File: src/rtl/rgb_to_hsi_win_paint_pkg.sv
// Shared constants and pipeline stage types for the RGB to HSI converter.
// The output scale follows the Windows Paint convention, where hue, saturation
// and lightness all run over 0..240 and hue 240 is the same as hue 0.
package rgb_to_hsi_win_paint_pkg;

  // Full scale of hue, saturation and lightness.
  localparam int HSL_MAX    = 240;
  // Hue width of one colour sector (six sectors make a full turn).
  localparam int HUE_SECTOR = 40;
  // Hue reported for greys, where hue is otherwise undefined.
  localparam int GREY_HUE   = 160;
  // Cycles from input launch to output, and the depth of the valid pipe.
  localparam int PIPE_LAT   = 4;

  // Half of the largest possible max+min sum. It splits the saturation
  // formula into its dark and light halves.
  localparam int HALF_SUM   = 255;
  localparam int FULL_SUM   = 510;

  // Lightness is sum*240/510. It is evaluated as sum*120/255 so that the
  // numerator stays within 16 bits. Rounding is unchanged because the
  // half-up rounding scales with the ratio.
  localparam int I_SCALE    = HSL_MAX / 2;

  // Hue offsets of the green- and blue-dominant sectors.
  localparam int HUE_BASE_G = 2 * HUE_SECTOR;
  localparam int HUE_BASE_B = 4 * HUE_SECTOR;

  // Which channel holds the maximum. Ties resolve to R, then G, then B.
  typedef enum logic [1:0] {
    CH_R = 2'd0,
    CH_G = 2'd1,
    CH_B = 2'd2
  } chan_e;

  // Stage 2 register contents: extremes reduced to delta/sum plus the
  // signed hue difference for the dominant channel.
  typedef struct packed {
    logic [7:0]        delta;
    logic [8:0]        sum;
    logic signed [8:0] diff;
    chan_e             chan;
  } stage2_t;

  // Stage 3 register contents: the numerator and denominator for each of
  // the three dividers, plus what the hue wrap needs.
  typedef struct packed {
    logic [15:0] h_num;
    logic [8:0]  h_den;
    logic        h_neg;
    logic [7:0]  base;
    logic        grey;
    logic [15:0] s_num;
    logic [8:0]  s_den;
    logic [15:0] i_num;
  } stage3_t;

endpackage

File: src/rtl/rgb_to_hsi_win_paint_div.sv
// hsi_div_round: combinational unsigned divider that rounds half-up.
//   num : 16-bit numerator
//   den : 9-bit denominator
//   quo : 8-bit quotient, round(num/den) = (2*num + den) / (2*den)
// A zero denominator yields 0. The pipeline never presents one, but the
// guard keeps the hardware well defined. Quotients above 255 saturate.
module hsi_div_round (
  input  logic [15:0] num,
  input  logic [8:0]  den,
  output logic [7:0]  quo
);

  logic [17:0] num_x2;
  logic [9:0]  den_x2;
  logic [17:0] q_full;

  // Adding the denominator before halving turns truncation into
  // round-half-up.
  always_comb begin
    num_x2 = {1'b0, num, 1'b0} + 18'(den);
    den_x2 = {den, 1'b0};
    q_full = '0;
    if (den != 9'd0) begin
      q_full = num_x2 / 18'(den_x2);
    end
    quo = (q_full > 18'd255) ? 8'hFF : q_full[7:0];
  end

endmodule

File: src/rtl/rgb_to_hsi_win_paint.sv
// rgb_to_hsi_win_paint: pipelined RGB888 to HSI converter on the Paint
// 0..240 scale. It accepts one pixel per clock, has a fixed 4-cycle latency
// and no back-pressure.
//   clk, rst      : clock; asynchronous active-high reset
//   Rin/Gin/Bin   : 8-bit colour channels
//   RGBinEn       : input valid
//   H, S, I       : hue 0..239, saturation 0..240, lightness 0..240
//   HSIoutEn      : output valid (RGBinEn delayed 4 cycles)
// Stages: 1 registers the inputs, 2 finds the extremes and the dominant
// channel, 3 builds the divider operands, 4 divides, wraps the hue and
// registers the outputs.
module rgb_to_hsi_win_paint
  import rgb_to_hsi_win_paint_pkg::*;
(
  input  logic       clk,
  input  logic       rst,
  input  logic [7:0] Rin,
  input  logic [7:0] Gin,
  input  logic [7:0] Bin,
  input  logic       RGBinEn,
  output logic [7:0] H,
  output logic [7:0] S,
  output logic [7:0] I,
  output logic       HSIoutEn
);

  localparam logic signed [9:0] HUE_WRAP = 10'(HSL_MAX);

  // Stage 1 registers
  logic [7:0] r1, g1, b1;

  // Stage 2 combinational results and registers
  logic [7:0] mx, mn;
  chan_e      chan_sel;
  stage2_t    st2_next, st2;

  // Stage 3 combinational results and registers
  logic [7:0] abs_diff;
  stage3_t    st3_next, st3;

  // Stage 4 divider outputs and hue wrap
  logic [7:0]        h_q, s_q, i_q;
  logic signed [9:0] hue_raw;
  logic [7:0]        hue_next;

  // Valid flag travelling alongside the data. Its last bit is the output
  // valid, so reset clears HSIoutEn immediately.
  logic [PIPE_LAT-1:0] valid_pipe;

  // Stage 2: find max/min with R > G > B tie priority. The signed
  // difference of the two non-dominant channels sets the direction within
  // the sector.
  always_comb begin
    chan_sel = CH_R;
    mx       = r1;
    if (r1 >= g1 && r1 >= b1) begin
      chan_sel = CH_R;
      mx       = r1;
    end else if (g1 >= b1) begin
      chan_sel = CH_G;
      mx       = g1;
    end else begin
      chan_sel = CH_B;
      mx       = b1;
    end

    mn = r1;
    if (g1 < mn) mn = g1;
    if (b1 < mn) mn = b1;

    st2_next       = '0;
    st2_next.delta = mx - mn;
    st2_next.sum   = {1'b0, mx} + {1'b0, mn};
    st2_next.chan  = chan_sel;
    case (chan_sel)
      CH_G:    st2_next.diff = $signed({1'b0, b1}) - $signed({1'b0, r1});
      CH_B:    st2_next.diff = $signed({1'b0, r1}) - $signed({1'b0, g1});
      default: st2_next.diff = $signed({1'b0, g1}) - $signed({1'b0, b1});
    endcase
  end

  // Stage 3: divider operands. Greys get a unit denominator and a zero
  // numerator so that the dividers stay well defined. Their hue and
  // saturation are overridden later by the grey flag.
  always_comb begin
    abs_diff = st2.diff[8] ? 8'(-st2.diff) : st2.diff[7:0];

    st3_next       = '0;
    st3_next.grey  = (st2.delta == 8'd0);
    st3_next.h_neg = st2.diff[8];
    st3_next.h_num = {8'd0, abs_diff} * 16'(HUE_SECTOR);
    st3_next.s_num = {8'd0, st2.delta} * 16'(HSL_MAX);
    st3_next.i_num = {7'd0, st2.sum} * 16'(I_SCALE);

    case (st2.chan)
      CH_G:    st3_next.base = 8'(HUE_BASE_G);
      CH_B:    st3_next.base = 8'(HUE_BASE_B);
      default: st3_next.base = 8'd0;
    endcase

    if (st2.delta == 8'd0) begin
      st3_next.h_den = 9'd1;
      st3_next.s_den = 9'd1;
    end else begin
      st3_next.h_den = {1'b0, st2.delta};
      // Light colours measure saturation against the distance to white.
      if (st2.sum <= 9'(HALF_SUM)) begin
        st3_next.s_den = st2.sum;
      end else begin
        st3_next.s_den = 9'(FULL_SUM) - st2.sum;
      end
    end
  end

  hsi_div_round u_div_h (
    .num (st3.h_num),
    .den (st3.h_den),
    .quo (h_q)
  );

  hsi_div_round u_div_s (
    .num (st3.s_num),
    .den (st3.s_den),
    .quo (s_q)
  );

  hsi_div_round u_div_i (
    .num (st3.i_num),
    .den (9'(HALF_SUM)),
    .quo (i_q)
  );

  // Stage 4 hue: offset the sector base by the rounded fraction. A
  // negative result wraps into the top of the circle, and a full turn
  // folds back to 0.
  always_comb begin
    if (st3.h_neg) begin
      hue_raw = $signed({2'b00, st3.base}) - $signed({2'b00, h_q});
    end else begin
      hue_raw = $signed({2'b00, st3.base}) + $signed({2'b00, h_q});
    end

    if (hue_raw < 10'sd0) begin
      hue_next = 8'(hue_raw + HUE_WRAP);
    end else if (hue_raw == HUE_WRAP) begin
      hue_next = 8'd0;
    end else begin
      hue_next = 8'(hue_raw);
    end
  end

  // Every pipeline register advances each cycle regardless of valid.
  // Reset clears the whole pipe so that in-flight pixels are discarded.
  always_ff @(posedge clk or posedge rst) begin
    if (rst) begin
      r1         <= '0;
      g1         <= '0;
      b1         <= '0;
      st2        <= '0;
      st3        <= '0;
      H          <= '0;
      S          <= '0;
      I          <= '0;
      valid_pipe <= '0;
    end else begin
      r1         <= Rin;
      g1         <= Gin;
      b1         <= Bin;
      st2        <= st2_next;
      st3        <= st3_next;
      H          <= st3.grey ? 8'(GREY_HUE) : hue_next;
      S          <= st3.grey ? 8'd0 : s_q;
      I          <= i_q;
      valid_pipe <= {valid_pipe[PIPE_LAT-2:0], RGBinEn};
    end
  end

  assign HSIoutEn = valid_pipe[PIPE_LAT-1];

endmodule

File: config.mk
export PLATFORM = sky130hd
export DESIGN_NAME = rgb_to_hsi_win_paint
export DESIGN_NICKNAME = d
export VERILOG_FILES = /design/src/rtl/rgb_to_hsi_win_paint_pkg.sv /design/src/rtl/rgb_to_hsi_win_paint_div.sv /design/src/rtl/rgb_to_hsi_win_paint.sv
export SDC_FILE = /design/constraint.sdc
export NUM_CORES = 1
export LEC_CHECK = 0
export ABC_AREA = 1
export BUFFER_PORTS_ARGS = -buffer_cell sky130_fd_sc_hd__buf_4
export CAP_MARGIN = 25
export CORE_ASPECT_RATIO = 0.9
export CORE_MARGIN = 1
export CORE_UTILIZATION = 70
export DETAILED_ROUTE_END_ITERATION = 6
export PLACE_DENSITY = 0.92
export SYNTH_ARGS = -nofsm -noshare
export SYNTH_HDL_FRONTEND = slang
export SYNTH_SLANG_ARGS = --single-unit
File: constraint.sdc
create_clock -name clk -period 52.6 [get_ports clk]
set_input_delay 13.15 -clock clk [delete_from_list [all_inputs] [get_ports clk]]
set_output_delay 13.15 -clock clk [all_outputs]
set_load 0.1 [all_outputs]
==> results of run 1 <==
==> worst max path at each step <==
stage / slack (ps) / startpoint / to
6_report: 14530 / st3[22] / S[0]
5_1_grt: 10370 / st3[22] / S[0]
4_1_cts: 15280 / st3[22] / S[0]
3_5_place_dp: 15640 / st3[22] / S[0]
3_3_place_gp: 18220 / st3[22] / S[0]
2_1_floorplan: 20360 / st3[3] / S[0]
==> cell usage in the layout, fill, tap and decap left out, types with 18 or more instances in the layout <==
cell	Yosys	final
xnor2_1	86	86
xor2_1	135	135
dfrtp_1	134	134
inv_2	34	34
buf_4	0	53
nor3_1	28	28
nand2_2	46	46
or2_2	26	26
nand2_1	764	764
fa_1	37	37
nand3_1	164	164
o21ai_0	216	216
ha_1	352	352
a21oi_1	159	159
a21o_1	43	43
o21bai_1	35	35
nor2_1	251	251
inv_1	512	511
nand4_1	51	51
o31ai_1	18	18
nand3_2	21	21
nor2_2	22	22
==> cells by family after synthesis <==
logic type / count (synthesis) / share of synthesized area (%)
adders and majority gates: 389 / 22.42
other: 1 / 0.01634
AOI/OAI and AO/OA: 573 / 14.78
xor gates and xnor gates: 222 / 8.506
DFF: 134 / 14.61
and+or+nand+nor: 1463 / 29.71
buffers and inverters: 588 / 9.956
==> stage by stage <==
step	instance area (µm²)	setup WS, ps	utilization, %
after floorplan	22950	20360	-
after global placement	23660	18220	73.68
after detailed placement	23660	15640	73.68
after CTS	24280	15280	75.60
after global routing	24280	10370	75.60
final	24280	14530	75.60
==> area by class of cell <==
cell class              count  area, µm²
clock buffers              17      425.4
clock inverters            14      190.2
fillers                  2473       7838
inverters                 551       2077
multi-input cells        2649      17310
flip-flops and latches    134       3353
well taps                 416      520.5
repair buffers             53      397.9
==> routing by layer <==
| layer | part of all wire, % | up-vias |
|---|---|---|
| li1 | - | 11059 |
| met1 | 42 | 10339 |
| met2 | 49 | 800 |
| met3 | 6.1 | 196 |
| met4 | 3.4 | 0 |
| met5 | 0 | - |
==> registers in the layout, summed over array words and instances, names as in the netlist <==
register	count
H	8
I	8
S	8
b1	8
g1	8
r1	8
st2	27
st3	55
valid_pipe	4
==> worst reg2reg max path: cells and delay by family (launching register included) <==
kind | cells | cell delay, ps
AO/OA/AOI/OAI | 87 | 17120
AND/OR/NAND/NOR | 92 | 10110
buffers and inverters | 37 | 4330
adder cells (fa/ha/maj) | 18 | 6030
flip-flops | 1 | 360
==> results.md, run 1 <==
* Status: complete, but fails checks
* Violated checks: DRC
* Post-synth top area share at 19.19%
* Seq/Total Area, Yosys at 14.61%
* Final Skew at roughly 14 ps
* Clk sink count at 134
* GRT Overall Usage at 34.70%
* Number of port buffers at between 50 and 60
* Syn Inst Count at approximately 3,400
* Final period util at 72.37%
* Post-route ant nets at 0
* Worst skew pair latency at 460 ps
* Reg2reg path depth at 234
* Flop and latch count out of synthesis at 134
* GPL Wtd Cong at roughly 0.94
* Asr flop ratio synth at 100.0%
* Max frequency at 26.27 MHz
* Post-Synthesis Cell Area at 22,950 µm²
* WHS Endpoint: valid_pipe[3]
* Worst min-delay path category: reg2reg
* Final HPWL DP at approximately 44,000 µm
* CTS resizes at 0
* Critical path depth at 234
* Largest area contributor in the netlist: ha_1
* Die X at 192.9 µm
* # IOs at 52
* Critical path's top delay family: compound AO/OA/AOI/OAI gates
* Met3 Track Usage GR at 5.283%
* Setup TNS at 0 ps
* Met1 GRT Util at 40.95%
* Routed WL per cell at 14.80 µm
* Hold Crit Start: valid_pipe[2]
* Worst R2R Start: st3[22]
* Worst reg2reg path endpoint: S[0]
* Layout cells sized above 1 at a little under a tenth
* Clock Path Buffers at 2
* Most frequent cell after synthesis: nand2_1
* Die height at 173.8 µm
* Critical Path Sink Type: register
* WP buf/inv at 37
* Hold_buf cts at 0
* Post-synth EDFFs at 0
* Number of CTS-inserted buffers at 17
* Worst Hold Margin at ~360 ps
* Slew Limit Fails at 0
* WHS Path Cells at 0
* Minimum clock period at approximately 38,000 ps
* Synth cell count leaders: nand2_1 (764), inv_1 (512), ha_1 (352), nor2_1 (251), o21ai_0 (216)
* Synth area leaders: ha_1 (19%), dfrtp_1 (15%), nand2_1 (12%)
* # rows at 62
* Final std cells w/o fill at 3,834
* Arrival time of the worst setup path at about 38,000 ps
* Vias in the first global route at 22,264
* Critical Path RT at 52,960 ps
* Root Buffer Master: clkbuf_16
* Cell mode on critical path: nand2_1
* Mapped Avg Cell Area at 6.810 µm²
* Antenna violations before repair at 0
* Flop2flop setup slack at 14,530 ps
* GR peak layer: met2
* Max cap viols at 0
* H-tree lvl count at 4
* Core area at around 32,000 µm²
* Vias at 22,394
* Distinct cells, synth at 74
* Top_reg_cell synth: dfrtp_1
* Drt first pass iters at 7
* DRT iter0 DRCs at 1,603
* Rel. slew slack at 32.80%
* Unrepaired setup endpoints after global routing: no
* First-pass GRT wire length at 97,240 µm
* Nets at 3,822
* Crit path largest cell delay at 770 ps
* Critical-path maximum fanout at 19
* CTS tree: done
* DRT Wirelength at roughly 57,000 µm
* Synthesis warning total at 0
* Setup crit start kind: register
* Critical path class: reg2reg
* Drt drc at 2
* Worst path slowest cell: o21ai_1
* Worst slew pin tran at 1001 ps
* # placed instances at 3,803
* Vias per inst at 5.841
* Area delta synth->final at 5.796%
* Final hold vios at 0
* Met2 Track Usage GR at 61.80%
* Largest net degree at the start of global routing at slightly below 80
* Worst-path clk slew at 80 ps
* Initial Utilization at 71.45%
* Overflow after GRT at 0
* Ant diodes at 0
* Post-CTS Setup Repair Bufs at 0
* # setup viols final at 0
* Die area at 33,510 µm²
Power of run 1 is left out: the tool's default activity adds up to more than one toggle a clock period on the data nets, which glitch-free logic cannot reach.
==> run 2: changes to the inputs <==
- CORE_UTILIZATION: 70 -> 60
- PLACE_DENSITY: 0.92 -> 0.84
- clock period: 52.6 -> 31 ns (I/O delays scaled with it)
==> run 2 against run 1 <==
  * The run ends with setup timing left
  * Clock skew shrank 4.7 ps
  * Worst hold slack lost 8.1 ps
  * Utilization shrank 2.5 points
  * Via count grew 7.0%
==> results.md, run 2 (same netlist as run 1, synthesis figures left out) <==
* Critical Path RT at 31,330 ps (was 52,960 ps)
* Commonest non-fill, non-tap cells in the layout: nand2_1 (711), inv_1 (482), ha_1 (333) (was nand2_1 (764), inv_1 (511), ha_1 (352))
* Die area at 39,030 µm² (was 33,510 µm²)
* Worst reg2reg path endpoint: S[0] (unchanged)
* Max frequency at 30.55 MHz (was 26.27 MHz)
* DRT Wirelength at 65,900 µm (was 56,740 µm)
* Vias at 23,963 (was 22,394)
* Worst skew pair latency at 440 ps (was 460 ps)
* Most common cell after layout, fill and taps aside: nand2_1 (unchanged)
* Routed WL per cell at 15.89 µm (was 14.80 µm)
* Critical Path End: S[0] (unchanged)
* Critical Path Source: st3[21] (was st3[22])
* Critical path's top delay family: compound AO/OA/AOI/OAI gates (unchanged)
* GRT Overall Usage at 28.20% (was 34.70%)
* Critical Path Sink Type: register (unchanged)
* Root Buffer Master: clkbuf_16 (unchanged)
* Rel. slew slack at 37.90% (was 32.80%)
* Final HPWL DP at 42,320 µm (was 44,430 µm)
* Die height at 187.5 µm (was 173.8 µm)
* Critical path class: reg2reg (unchanged)
* Final period util at 105.6% (was 72.37%)
* Minimum clock period at 32,740 ps (was 38,070 ps)
* # placed instances at 3,961 (was 3,803)
* Final Skew at 9.682 ps (was 14.37 ps)
* Worst path slowest cell: o211ai_1 (was o21ai_1)
* Post-DP Area at 24,490 µm² (was 23,660 µm²)
* Vias in the first global route at 20,872 (was 22,264)
* Worst-path clk slew at 60 ps (was 80 ps)
* Final std cells w/o fill at 4,148 (was 3,834)
* First-pass GRT wire length at 93,610 µm (was 97,240 µm)
* # IOs at 52 (unchanged)
* Setup crit start kind: register (unchanged)
* WHS Path Cells at 0 (unchanged)
* # rows at 67 (was 62)
* Slew Limit Fails at 0 (unchanged)
* Top flop regs: st3 (55), st2 (27) (unchanged)
* Die X at 208.1 µm (was 192.9 µm)
* Unrepaired setup endpoints after global routing: yes (was no)
* Critical path depth at 243 (was 234)
* Flop2flop setup slack at -1740 ps (was 14,530 ps)
* Worst R2R Start: st3[21] (was st3[22])
* Worst min-delay path category: reg2reg (unchanged)
* Clk sink count at 134 (unchanged)
* Max cap viols at 0 (unchanged)
* WP buf/inv at 41 (was 37)
* Initial Utilization at 61.24% (was 71.45%)
* Pre-CTS setup slack at -1324 ps (was 15,640 ps)
* Crit path largest cell delay at 390 ps (was 770 ps)
* Number of CTS-inserted buffers at 17 (unchanged)
* Fin worst setup slack at -1736 ps (was 14,530 ps)
* Nets at 4,068 (was 3,822)
* Design area at 27,390 µm² (was 24,280 µm²)
* Core area at 37,470 µm² (was 32,120 µm²)
* Layout cells sized above 1 at 21.34% (was 9.304%)
* Critical-path maximum fanout at 8 (was 19)
* Ant diodes at 0 (unchanged)
* Worst slew pin tran at 928.1 ps (was 1001 ps)
* Drt first pass iters at 6 (was 7)
* Number of port buffers at 51 (unchanged)
* Violated checks: setup timing (was DRC)
* Biggest register: st3 (unchanged)
* Cell mode on critical path: nand2_2 (was nand2_1)
* Largest net degree at the start of global routing at 81 (was 77)
* Overflow after GRT at 0 (unchanged)
* Post-route ant nets at 0 (unchanged)
* Arrival time of the worst setup path at 33,070 ps (was 38,430 ps)
* Clock Path Buffers at 2 (unchanged)
* Max FFs per register at 55 (unchanged)
* Vias per inst at 5.777 (was 5.841)
* Drt drc at 0 (was 2)
* GPL Wtd Cong at 0.9561 (was 0.9367)
* Area delta synth->final at 19.37% (was 5.796%)
* Status: complete, but fails checks (unchanged)
* # setup viols final at 1 (was 0)
* H-tree lvl count at 4 (unchanged)
* CTS tree: done (unchanged)
* DRT iter0 DRCs at 1,786 (was 1,603)
* Antenna violations before repair at 0 (unchanged)
* Reg2reg path depth at 243 (was 234)
* Final hold vios at 0 (unchanged)
* Hold_buf cts at 0 (unchanged)
-- run 2: layout make-up --
class	instances	area, µm²
Fill cell	2611	10080
Timing Repair Buffer	295	2298
Clock inverter	15	161.4
Multi-Input combinational cell	2651	18410
Clock buffer	17	425.4
Inverter	551	2132
Timing Repair inverter	2	12.51
Tap cell	483	604.3
Sequential cell	134	3353
-- run 2: how the worst min path moves through the flow --
stage                   from             to
6_report       valid_pipe[2]  valid_pipe[3]
3_5_place_dp   valid_pipe[2]  valid_pipe[3]
2_1_floorplan  valid_pipe[0]  valid_pipe[1]
5_1_grt        valid_pipe[2]  valid_pipe[3]
3_3_place_gp   valid_pipe[1]  valid_pipe[2]
4_1_cts        valid_pipe[2]  valid_pipe[3]
-- run 2: layer usage --
layer / vias up / global-route usage, % / wire, µm / part of all wire [%]
met1: 10984 / 37.82 / 27370 / 42
met4: 0 / 8.917 / 3209 / 4.9
met5: - / 0 / 0 / 0
met2: 1093 / 47.73 / 30540 / 46
met3: 308 / 2.763 / 4770 / 7.2
li1: 11578 / - / - / -
-- run 2: what timing repair did --
item | in CTS | in global routing
buffers inserted | 14 | 135
setup endpoints to repair | 5 | 10
resized for setup | 38 | 286
cloned | 2 | 3
pin swaps | 14 | 200
-- run 2: stage by stage --
stage          utilization [%]  TNS (ps)  hold slack (ps)
6_report                 73.10     -1736            348.8
4_1_cts                  67.64         0            349.5
5_1_grt                  73.10     -6050            357.0
3_5_place_dp             65.37     -3073            334.7
3_3_place_gp             65.37    -50.54            334.4
2_1_floorplan                -         0            331.2
Power of run 2 is left out for the same reason.
